==> config.mk <==
export PLATFORM = sky130hd
export DESIGN_NAME = fetch_unit_flat
export DESIGN_NICKNAME = d
export VERILOG_FILES = /design/src/rtl/fetch_unit_pkg.sv /design/src/rtl/fetch_unit_if.sv /design/src/rtl/fetch_skid_buf.sv /design/src/rtl/fetch_unit.sv /design/src/flat_wrapper.sv
export SDC_FILE = /design/constraint.sdc
export NUM_CORES = 1
export LEC_CHECK = 0
export ABC_CLOCK_PERIOD_IN_PS = 2300
export CAP_MARGIN = 15
export CORE_ASPECT_RATIO = 0.75
export CORE_MARGIN = 10
export CORE_UTILIZATION = 51
export DETAILED_ROUTE_END_ITERATION = 16
export GPL_TIMING_DRIVEN = 0
export PLACE_DENSITY = 0.77
export SLEW_MARGIN = 10
export SYNTH_ARGS = -nofsm -noshare
export SYNTH_HDL_FRONTEND = slang
export SYNTH_HIERARCHICAL = 1
export SYNTH_SLANG_ARGS = --single-unit
==> constraint.sdc <==
create_clock -name clk -period 2.3 [get_ports clk]
set_input_delay 0.46 -clock clk [delete_from_list [all_inputs] [get_ports clk]]
set_output_delay 0.46 -clock clk [all_outputs]
set_load 0.03 [all_outputs]
==> src/rtl/fetch_unit_pkg.sv <==
// Shared pipeline types: IF/ID register layout and fetch defaults.
package fetch_unit_pkg;

  localparam int unsigned FETCH_PC_W    = 9;
  localparam int unsigned FETCH_INSTR_W = 32;
  localparam int unsigned FETCH_PC_STEP = 4;
  localparam logic [FETCH_PC_W-1:0] FETCH_RESET_PC = '0;

  typedef struct packed {
    logic [FETCH_PC_W-1:0]    curr_pc;
    logic [FETCH_INSTR_W-1:0] curr_instr;
  } if_id_reg;

endpackage

==> src/rtl/fetch_unit_if.sv <==
// Instruction-memory request/response channel (one outstanding request).
interface fetch_unit_if;
  import fetch_unit_pkg::*;

  logic                     req;
  logic [FETCH_PC_W-1:0]    addr;
  logic                     rvalid;
  logic [FETCH_INSTR_W-1:0] rdata;

  modport master (output req, output addr, input rvalid, input rdata);
  modport slave  (input req, input addr, output rvalid, output rdata);
endinterface

==> src/rtl/fetch_skid_buf.sv <==
// One-entry {pc, instr} buffer that absorbs a response arriving under stall.
module fetch_skid_buf
  import fetch_unit_pkg::*;
(
  input  logic     clk,
  input  logic     rst_n,
  input  logic     load,
  input  logic     drain,
  input  logic     clear,
  input  if_id_reg din,
  output if_id_reg dout,
  output logic     full
);

  // Drain and clear both empty the entry; load only when not emptying.
  always_ff @(posedge clk or negedge rst_n) begin
    if (!rst_n) begin
      full <= 1'b0;
      dout <= '0;
    end else if (drain || clear) begin
      full <= 1'b0;
    end else if (load) begin
      full <= 1'b1;
      dout <= din;
    end
  end

endmodule

==> src/rtl/fetch_unit.sv <==
// IF stage: owns the PC, issues imem requests and writes the IF/ID register.
module fetch_unit
  import fetch_unit_pkg::*;
#(
  parameter int unsigned             PC_STEP  = FETCH_PC_STEP,
  parameter logic [FETCH_PC_W-1:0]   RESET_PC = FETCH_RESET_PC
) (
  input  logic                  clk,
  input  logic                  rst_n,
  fetch_unit_if.master          imem,
  input  logic                  redirect_valid,
  input  logic [FETCH_PC_W-1:0] redirect_pc,
  input  logic                  stall,
  input  logic                  halt_in,
  output if_id_reg              if_id_out,
  output logic                  if_id_valid,
  output logic                  fetch_halted
);

  localparam int unsigned PC_W = FETCH_PC_W;

  localparam logic [2:0] ST_FETCH   = 3'd0;
  localparam logic [2:0] ST_WAIT    = 3'd1;
  localparam logic [2:0] ST_HOLD    = 3'd2;
  localparam logic [2:0] ST_DISCARD = 3'd3;
  localparam logic [2:0] ST_HALT    = 3'd4;

  logic [2:0]      state, state_n;
  logic [PC_W-1:0] pc, pc_n;
  logic [PC_W-1:0] req_pc, req_pc_n;
  logic            halt_pending, halt_pending_n;
  if_id_reg        if_id_n;
  logic            valid_n;
  logic            req_c;
  logic            skid_load, skid_drain, skid_clear;
  logic            skid_full;
  if_id_reg        skid_q;
  if_id_reg        fetched;

  assign fetched   = {req_pc, imem.rdata};
  assign imem.addr = pc;
  assign imem.req  = req_c && rst_n;

  fetch_skid_buf u_skid (
    .clk   (clk),
    .rst_n (rst_n),
    .load  (skid_load),
    .drain (skid_drain),
    .clear (skid_clear),
    .din   (fetched),
    .dout  (skid_q),
    .full  (skid_full)
  );

  // State, PC and IF/ID registers.
  always_ff @(posedge clk or negedge rst_n) begin
    if (!rst_n) begin
      state        <= ST_FETCH;
      pc           <= RESET_PC;
      req_pc       <= RESET_PC;
      halt_pending <= 1'b0;
      if_id_out    <= '0;
      if_id_valid  <= 1'b0;
      fetch_halted <= 1'b0;
    end else begin
      state        <= state_n;
      pc           <= pc_n;
      req_pc       <= req_pc_n;
      halt_pending <= halt_pending_n;
      if_id_out    <= if_id_n;
      if_id_valid  <= valid_n;
      fetch_halted <= (state_n == ST_HALT);
    end
  end

  // Next-state: redirect beats halt beats normal sequencing; HALT is terminal.
  always_comb begin
    state_n        = state;
    pc_n           = pc;
    req_pc_n       = req_pc;
    halt_pending_n = halt_pending;
    if_id_n        = if_id_out;
    valid_n        = stall ? if_id_valid : 1'b0;
    req_c          = 1'b0;
    skid_load      = 1'b0;
    skid_drain     = 1'b0;
    skid_clear     = 1'b0;

    if (state == ST_HALT) begin
      valid_n = 1'b0;
    end else if (redirect_valid) begin
      pc_n           = redirect_pc;
      skid_clear     = 1'b1;
      valid_n        = 1'b0;
      halt_pending_n = 1'b0;
      // A request still in flight must be swallowed before fetching again.
      if ((state == ST_WAIT || state == ST_DISCARD) && !imem.rvalid) begin
        state_n = ST_DISCARD;
      end else begin
        state_n = ST_FETCH;
      end
    end else if (halt_in) begin
      skid_clear = 1'b1;
      if ((state == ST_WAIT || state == ST_DISCARD) && !imem.rvalid) begin
        state_n        = ST_DISCARD;
        halt_pending_n = 1'b1;
      end else begin
        state_n        = ST_HALT;
        halt_pending_n = 1'b0;
      end
    end else begin
      case (state)
        ST_FETCH: begin
          req_c    = 1'b1;
          req_pc_n = pc;
          pc_n     = pc + PC_W'(PC_STEP);
          state_n  = ST_WAIT;
        end
        ST_WAIT: begin
          if (imem.rvalid) begin
            if (!stall) begin
              if_id_n = fetched;
              valid_n = 1'b1;
              state_n = ST_FETCH;
            end else begin
              skid_load = 1'b1;
              state_n   = ST_HOLD;
            end
          end
        end
        ST_HOLD: begin
          if (!stall) begin
            if_id_n    = skid_q;
            valid_n    = skid_full;
            skid_drain = 1'b1;
            state_n    = ST_FETCH;
          end
        end
        ST_DISCARD: begin
          if (imem.rvalid) begin
            state_n        = halt_pending ? ST_HALT : ST_FETCH;
            halt_pending_n = 1'b0;
          end
        end
        default: state_n = ST_FETCH;
      endcase
    end
  end

endmodule

==> src/flat_wrapper.sv <==
// flat-port wrapper written by rule: the top's interface ports become plain ports
module fetch_unit_flat import fetch_unit_pkg::*;
#(
  parameter int unsigned             PC_STEP  = FETCH_PC_STEP,
  parameter logic [FETCH_PC_W-1:0]   RESET_PC = FETCH_RESET_PC
)
  (clk, rst_n, redirect_valid, redirect_pc, stall, halt_in, if_id_out, if_id_valid, fetch_halted, imem_req, imem_addr, imem_rvalid, imem_rdata);
  fetch_unit_if imem_i ();
  input  logic clk;
  input  logic rst_n;
  input  logic redirect_valid;
  input  logic [FETCH_PC_W-1:0] redirect_pc;
  input  logic stall;
  input  logic halt_in;
  output if_id_reg if_id_out;
  output logic if_id_valid;
  output logic fetch_halted;
  output wire logic [$bits(imem_i.req)-1:0] imem_req;
  output wire logic [$bits(imem_i.addr)-1:0] imem_addr;
  input wire logic [$bits(imem_i.rvalid)-1:0] imem_rvalid;
  input wire logic [$bits(imem_i.rdata)-1:0] imem_rdata;
  assign imem_req = imem_i.req;
  assign imem_addr = imem_i.addr;
  assign imem_i.rvalid = imem_rvalid;
  assign imem_i.rdata = imem_rdata;
  fetch_unit #(.PC_STEP(PC_STEP), .RESET_PC(RESET_PC)) u_core (.clk(clk), .rst_n(rst_n), .imem(imem_i), .redirect_valid(redirect_valid), .redirect_pc(redirect_pc), .stall(stall), .halt_in(halt_in), .if_id_out(if_id_out), .if_id_valid(if_id_valid), .fetch_halted(fetch_halted));
endmodule
# Word level (Yosys, flattened, before mapping)
# Index checks and enable logic that the tools add are counted.
# W data, S select, Z words.
[totals] output_inout_bits=53 wordCells=92 regBits=107
[op_classes] n_reduce_logical=16 eq_ne=9 n_bitwise=4 addsub=1 n_mux=51
[ops] cell="$mux W41" n=3
[ops] cell="$pmux W41 S2" n=1
[ops] cell="$mux W1" n=32
[ops] cell="$mux W9" n=3
[ops] cell="$mux W3" n=8
[ops] cell="$pmux W3 S4" n=1
[ops] cell="$add A9 B3 Y9 const B" n=1
[ops] cell="$ne A2 B2 Y1 const B" n=4
[ops] cell="$reduce_and A7 Y1" n=1
[ops] cell="$eq A3 B2 Y1 const B" n=2
[ops] cell="$eq A3 B3 Y1 const B" n=2
[ops] cell="$reduce_and A3 Y1" n=2
[ops] cell="$reduce_bool A2 Y1" n=3
[ops] cell="$reduce_bool A3 Y1" n=2
[ops] cell="$mux W2" n=2
[ops] cell="$not A1 Y1" n=4
[ops] cell="$reduce_and A4 Y1" n=1
[ops] cell="$eq A3 B1 Y1 const B" n=1
[ops] cell="$logic_not A3 Y1" n=1
[ops] cell="$logic_and A1 B1 Y1" n=2
[ops] cell="$logic_or A1 B1 Y1" n=2
[ops] cell="$pmux W1 S2" n=1
[ops] cell="$reduce_and A2 Y1" n=1
[ops] cell="$logic_not A1 Y1" n=1

# Logic depth before layout (Yosys ltp)
[logic_depth] ltp_word=8 depth_mapped=7 mapped_depth_nobuf=5

# Hierarchy
# The synthesis kept the hierarchy.
[by_module_without_submodules] module="fetch_unit" seq_area_each_um2=1626.6 n_inst=1 cells_each=298 area_each_um2=3180.6
[by_module_without_submodules] module="fetch_skid_buf" seq_area_each_um2=1051.0 n_inst=1 cells_each=90 area_each_um2=1585.3

# Worst setup path before layout
# OpenSTA, ideal clock, no wires.
[synth_path] kind="input -> register" startpoint="in halt_in" endpoint="reg u_core/u_skid/dout[2] in the netlist's numbering" path_slack_ns=0.158 stages=7 t_required_ns=2.175 setup_ns=0.125 n_path_buf=2 arrival_time_ns=2.017 cell_sequence="buf_2 nor2_1 nand2_1 nor4_1 nor3b_4 buf_6 mux2_2"
[synth_lines] item="start: declaration" line_no="flat_wrapper.sv:14" rtl="input logic halt_in;"
[synth_lines] item="$mux W1" line_no="fetch_unit.sv:102" rtl="end else if (halt_in) begin"
[synth_lines] item="$mux W1" line_no="fetch_unit.sv:91" rtl="end else if (redirect_valid) begin"
[synth_lines] item="$mux W1" line_no="fetch_unit.sv:89" rtl="if (state == ST_HALT) begin"
[synth_lines] item="net u_core.skid_load" line_no="fetch_unit.sv:35" rtl="logic skid_load, skid_drain, skid_clear;"
[synth_lines] item="$reduce_and A2 Y1 (no source line)"
[synth_lines] item="end signal: assignment" line_no="fetch_skid_buf.sv:24" rtl="dout <= din;"
[synth_lines] item="end: declaration" line_no="fetch_skid_buf.sv:11" rtl="output if_id_reg dout,"
# The timed path passes the listed nets, and every way through them passes these cells.
# A chain may end at the register's enable or synchronous reset.

# Worst setup path after layout
[layout_path] startpoint="in redirect_valid" endpoint="out imem_req"
[layout_between] elab_chain_len=3
[layout_lines] item="start: declaration" line_no="flat_wrapper.sv:11" rtl="input logic redirect_valid;"
[layout_lines] item="$mux W1" line_no="fetch_unit.sv:91"
[layout_lines] item="$mux W1" line_no="fetch_unit.sv:89"
[layout_lines] item="$logic_and A1 B1 Y1" line_no="fetch_unit.sv:42" rtl="assign imem.req = req_c && rst_n;"
[layout_lines] item="end: declaration" line_no="flat_wrapper.sv:18" rtl="output wire logic [$bits(imem_i.req)-1:0] imem_req;"
# No other way between the ends.

==> results.txt <==
The required arrival time at the worst endpoint is 1.84 ns. Of the total power, combinational logic draws 0.220. The final max-slew violation count was 0. The relative contribution of sequential cells to total power came out at 0.483.

The synthesis warning total came out at 6. Measured in cells, the most critical reg-to-reg path has a length of 7. The average wire length per cell after detail routing came out at 17.5 um. The maximum fanout count along the critical path came out at 10. The clock tree from TritonCTS is yes. The clock power share came out at 0.297. The placed cell area is 5930 um^2. For this block, the initial DRC count from the detailed router was 231. The path class of the lowest-slack min-delay path is flop to flop. The post-detailed-routing wire length came out at 11.1 mm.

The final worst hold slack came out at 0.480 ns. The proportion of total power due to net switching is 0.289. The pin count of the biggest net entering global routing came out at 79. The critical path startpoint category is an input port.

Clock-pin slew was measured on the worst setup and hold paths at ~0.070 ns. The portion of synthesized cell area occupied by the leading cell type is 0.562. The number of buffer cells added on primary ports came out at 97.

The number of instances in the synthesized netlist is slightly below 400. The count of vias placed by the detailed router is 3401. The detailed-route DRC error count is 0. The number of global-route vias before repair was between 3000 and 4000.

The number of rows in the core area came out at 30. The pre-antenna-repair detailed-routing pass consisted of 4 iterations. The power per standard cell area is 769 nW/um^2. The count of endpoints failing hold in the final timing report is 0. The post-synthesis cell area is 4770 um^2. Timing would allow up to around 450 MHz. Across the VDD grid, the largest voltage drop is between 1000 and 1500 uV. Measured along the y axis, the die boundary spans 104 um. The core box area is 9080 um^2. The analysis attributes to net switching a power of 0.00139 W.

The remaining global-route overflow came out at 0. For this run, the post-layout net count is between 500 and 600. The pre-CTS setup slack is -0.817 ns. The total nets after synthesis came out at 436. The estimated wirelength of the detail-placed design came out at a little over 8 mm. The clock sink count came out at 107. Routability-driven placement finished with a final weighted congestion of ~0.82. The full die area came out at 13700 um^2. The worst hold path cell count came out at 2. The number of diodes came out at 0. The number of storage elements in the synthesis netlist is about 110. The critical path is of the input port to output port type. The kind of capture point of the worst setup path is an output port. The library cell occupying the most area in the post-synthesis netlist is sky130_fd_sc_hd__dfrtp_1. The global routing usage summed across all routing layers came out at 0.163. For this run, the register share of the synthesized area comes to 0.562. Counting along the longest clock path gives a buffer depth of 2.

Dividing the detail-routed via count by the number of cells gives 5.38. The initial core utilization is 0.525. The relative max-transition margin came out at 0.546. In this run the count of I/O pins placed on the die edge is 100. Yosys mapped a number of flops with a built-in enable equal to 0. Once layout is done, the placed cells without fillers occupy between 6000 and 7000 um^2.

In the final layout, the share of cells above drive strength 1 is 0.190. From synthesis to final layout, the design area changed by 30.8%. At the pin with the least slew margin, the transition time is 0.672 ns. Setup violations remaining at the end of the flow were counted as 0. The total leakage power came out at 2.70 nW.

The number of distinct standard cells referenced by the synthesized netlist came out at 51. The async set or reset register ratio after synthesis is 1.00. Setup repair after global routing left no endpoint under its margin. The most used flip-flop cell after synthesis is sky130_fd_sc_hd__dfrtp_1.

The number of violations of the max-capacitance limit came out at 0. Clock latency on the worst-skew pair, taken at its later pin, is 0.34 ns. The tree is rooted in a sky130_fd_sc_hd__clkbuf_16.

The residual antenna-violating net count after detailed routing is 0. The horizontal die dimension is between 100 and 150 um. For the final routed database, the setup TNS stands at 0 ns. Of the available clock period, the critical path in the final layout requires 0.961. The clock tree synthesis step divided the H-tree into 3 levels. The minimum clock period after layout is 2.21 ns. Cell internal power was estimated by the tool at 0.00340 W.

By area the synthesized netlist is led by sky130_fd_sc_hd__dfrtp_1 (56%), sky130_fd_sc_hd__mux2_2 (12%), sky130_fd_sc_hd__mux2i_1 (9.2%). After layout, the worst setup slack is just under 0.09 ns. The initial antenna violation count came out at 0. The number of buffers added by the clock tree synthesis step is 9. The overall power is 0.00479 W. On the final layout, the worst clock skew is 0.0104 ns. The average size of a mapped cell is 12.3 um^2.

The first-pass GRT wire length is 18.5 mm. The flow ran to the end, and the final reports show no timing, DRC or antenna violations. The signal arrival time at the worst endpoint is 1.75 ns.
logic make-up after synthesis:
kind of cell / synth area share
adder cells (fa/ha/maj): 0.00262
flip-flops: 0.562
AO/OA/AOI/OAI: 0.0822
AND/OR/NAND/NOR: 0.103
multiplexers: 0.215
buffers and inverters: 0.0354
Yosys cell counts (all sizes together), types with 2 or more instances:
cell and number:
a211oi 2, nor3 3, a21oi 8, o21ai 48, nand2b 2, dfrtp 107, nor4 2, o211ai 2
nand4b 2, o31ai 2, nor2b 2, nor2 11, nor4b 3, inv 2, nor3b 2, nand2 48
clkbuf 8, nand3 2, mux2 52, and3 3, mux2i 44, buf 17
per-stage QoR:
stage / util / cells
floorplan: - / 388
global route: 0.686 / 632
CTS: 0.685 / 631
detailed placement: 0.652 / 614
finish: 0.686 / 632
global placement: 0.649 / 613
cell type report:
| type | instances | area [um^2] |
|---|---|---|
| Tap cell | 128 | 160 |
| Multi-Input combinational cell | 254 | 1940 |
| Buffer | 25 | 165 |
| Fill cell | 740 | 2850 |
| Sequential cell | 107 | 2680 |
| Clock buffer | 14 | 264 |
| Clock inverter | 2 | 10.0 |
| Timing Repair Buffer | 100 | 1010 |
| Inverter | 2 | 7.51 |
timing repair:
action / CTS / global route
buffers inserted: 0 / 1
gates resized for setup: 10 / 1
setup endpoints to repair: 42 / 40
endpoints found under the hold margin: 29 / 0
hold buffers: 1 / 0
gates cloned: 0 / 0
pin swaps: 1 / 0
per-layer routing:
layer | vias up | track usage | part of all wire
met5 | - | 0 | 0
met4 | 0 | 0.0357 | 0.0069
met3 | 8 | 0.0565 | 0.069
met2 | 113 | 0.251 | 0.45
met1 | 1679 | 0.217 | 0.47
li1 | 1601 | - | -
state kept, by name, indices dropped and copies added, names as in the netlist:
| register | cells |
|---|---|
| u_core/if_id_valid | 1 |
| u_core/u_skid/full | 1 |
| u_core/if_id_out | 41 |
| u_core/state | 3 |
| u_core/imem.addr | 9 |
| u_core/u_skid/dout | 41 |
| u_core/halt_pending | 1 |
| u_core/fetch_halted | 1 |
| u_core/req_pc | 9 |
power groups by stage:
stage	clock network, W	registers [W]	logic, W
floorplan	0	0.00249	0.000404
global placement	0	0.00233	0.00102
detailed placement	0	0.00235	0.00105
CTS	0.00147	0.00232	0.00106
global route	0.00155	0.00235	0.00114
finish	0.00142	0.00231	0.00105
layout by cell type, fill, tap and decap left out, types with 2 or more instances in the layout:
master	synthesis	routed
sky130_fd_sc_hd__clkbuf_1	7	10
sky130_fd_sc_hd__nor2_4	1	2
sky130_fd_sc_hd__mux2_1	3	3
sky130_fd_sc_hd__o21ai_0	34	34
sky130_fd_sc_hd__o211ai_1	2	2
sky130_fd_sc_hd__clkbuf_16	0	9
sky130_fd_sc_hd__nor4_1	2	2
sky130_fd_sc_hd__nor2b_1	2	2
sky130_fd_sc_hd__o31ai_1	2	2
sky130_fd_sc_hd__nor3b_4	1	2
sky130_fd_sc_hd__mux2_2	49	49
sky130_fd_sc_hd__nor4b_1	2	2
sky130_fd_sc_hd__buf_2	8	9
sky130_fd_sc_hd__a21oi_1	8	8
sky130_fd_sc_hd__nor2_1	10	9
sky130_fd_sc_hd__and3_1	3	3
sky130_fd_sc_hd__a211oi_1	2	2
sky130_fd_sc_hd__nand2_1	48	48
sky130_fd_sc_hd__clkbuf_8	0	2
sky130_fd_sc_hd__mux2i_1	44	44
sky130_fd_sc_hd__clkinv_2	0	2
sky130_fd_sc_hd__dfrtp_1	107	107
sky130_fd_sc_hd__buf_6	6	8
sky130_fd_sc_hd__buf_4	3	3
sky130_fd_sc_hd__inv_1	2	2
sky130_fd_sc_hd__nand4b_1	2	2
sky130_fd_sc_hd__clkdlybuf4s50_1	0	94
sky130_fd_sc_hd__nand3_1	2	2
sky130_fd_sc_hd__o21ai_1	12	12
final timing paths:
check,to,start,slack [ns]
hold reg to reg,u_core/if_id_out[25],u_core/if_id_out[25],0.48
max in group asynchronous,u_core/if_id_out[34],rst_n,1.05
min in group asynchronous,u_core/if_id_out[1],rst_n,0.57
setup reg to reg,u_core/u_skid/dout[30],u_core/state[2],0.11
hold / removal,u_core/if_id_out[25],u_core/if_id_out[25],0.48
setup / recovery,imem_req,redirect_valid,0.09
worst max-delay path: stages:
cell                            delay [ns]
sky130_fd_sc_hd__dlygate4sd2_1        0.33
sky130_fd_sc_hd__nor2_4               0.18
sky130_fd_sc_hd__nor4b_4              0.26
sky130_fd_sc_hd__buf_6                0.19
sky130_fd_sc_hd__and2_1               0.13
sky130_fd_sc_hd__buf_2                0.19
Power figures use the tool's default switching activity.
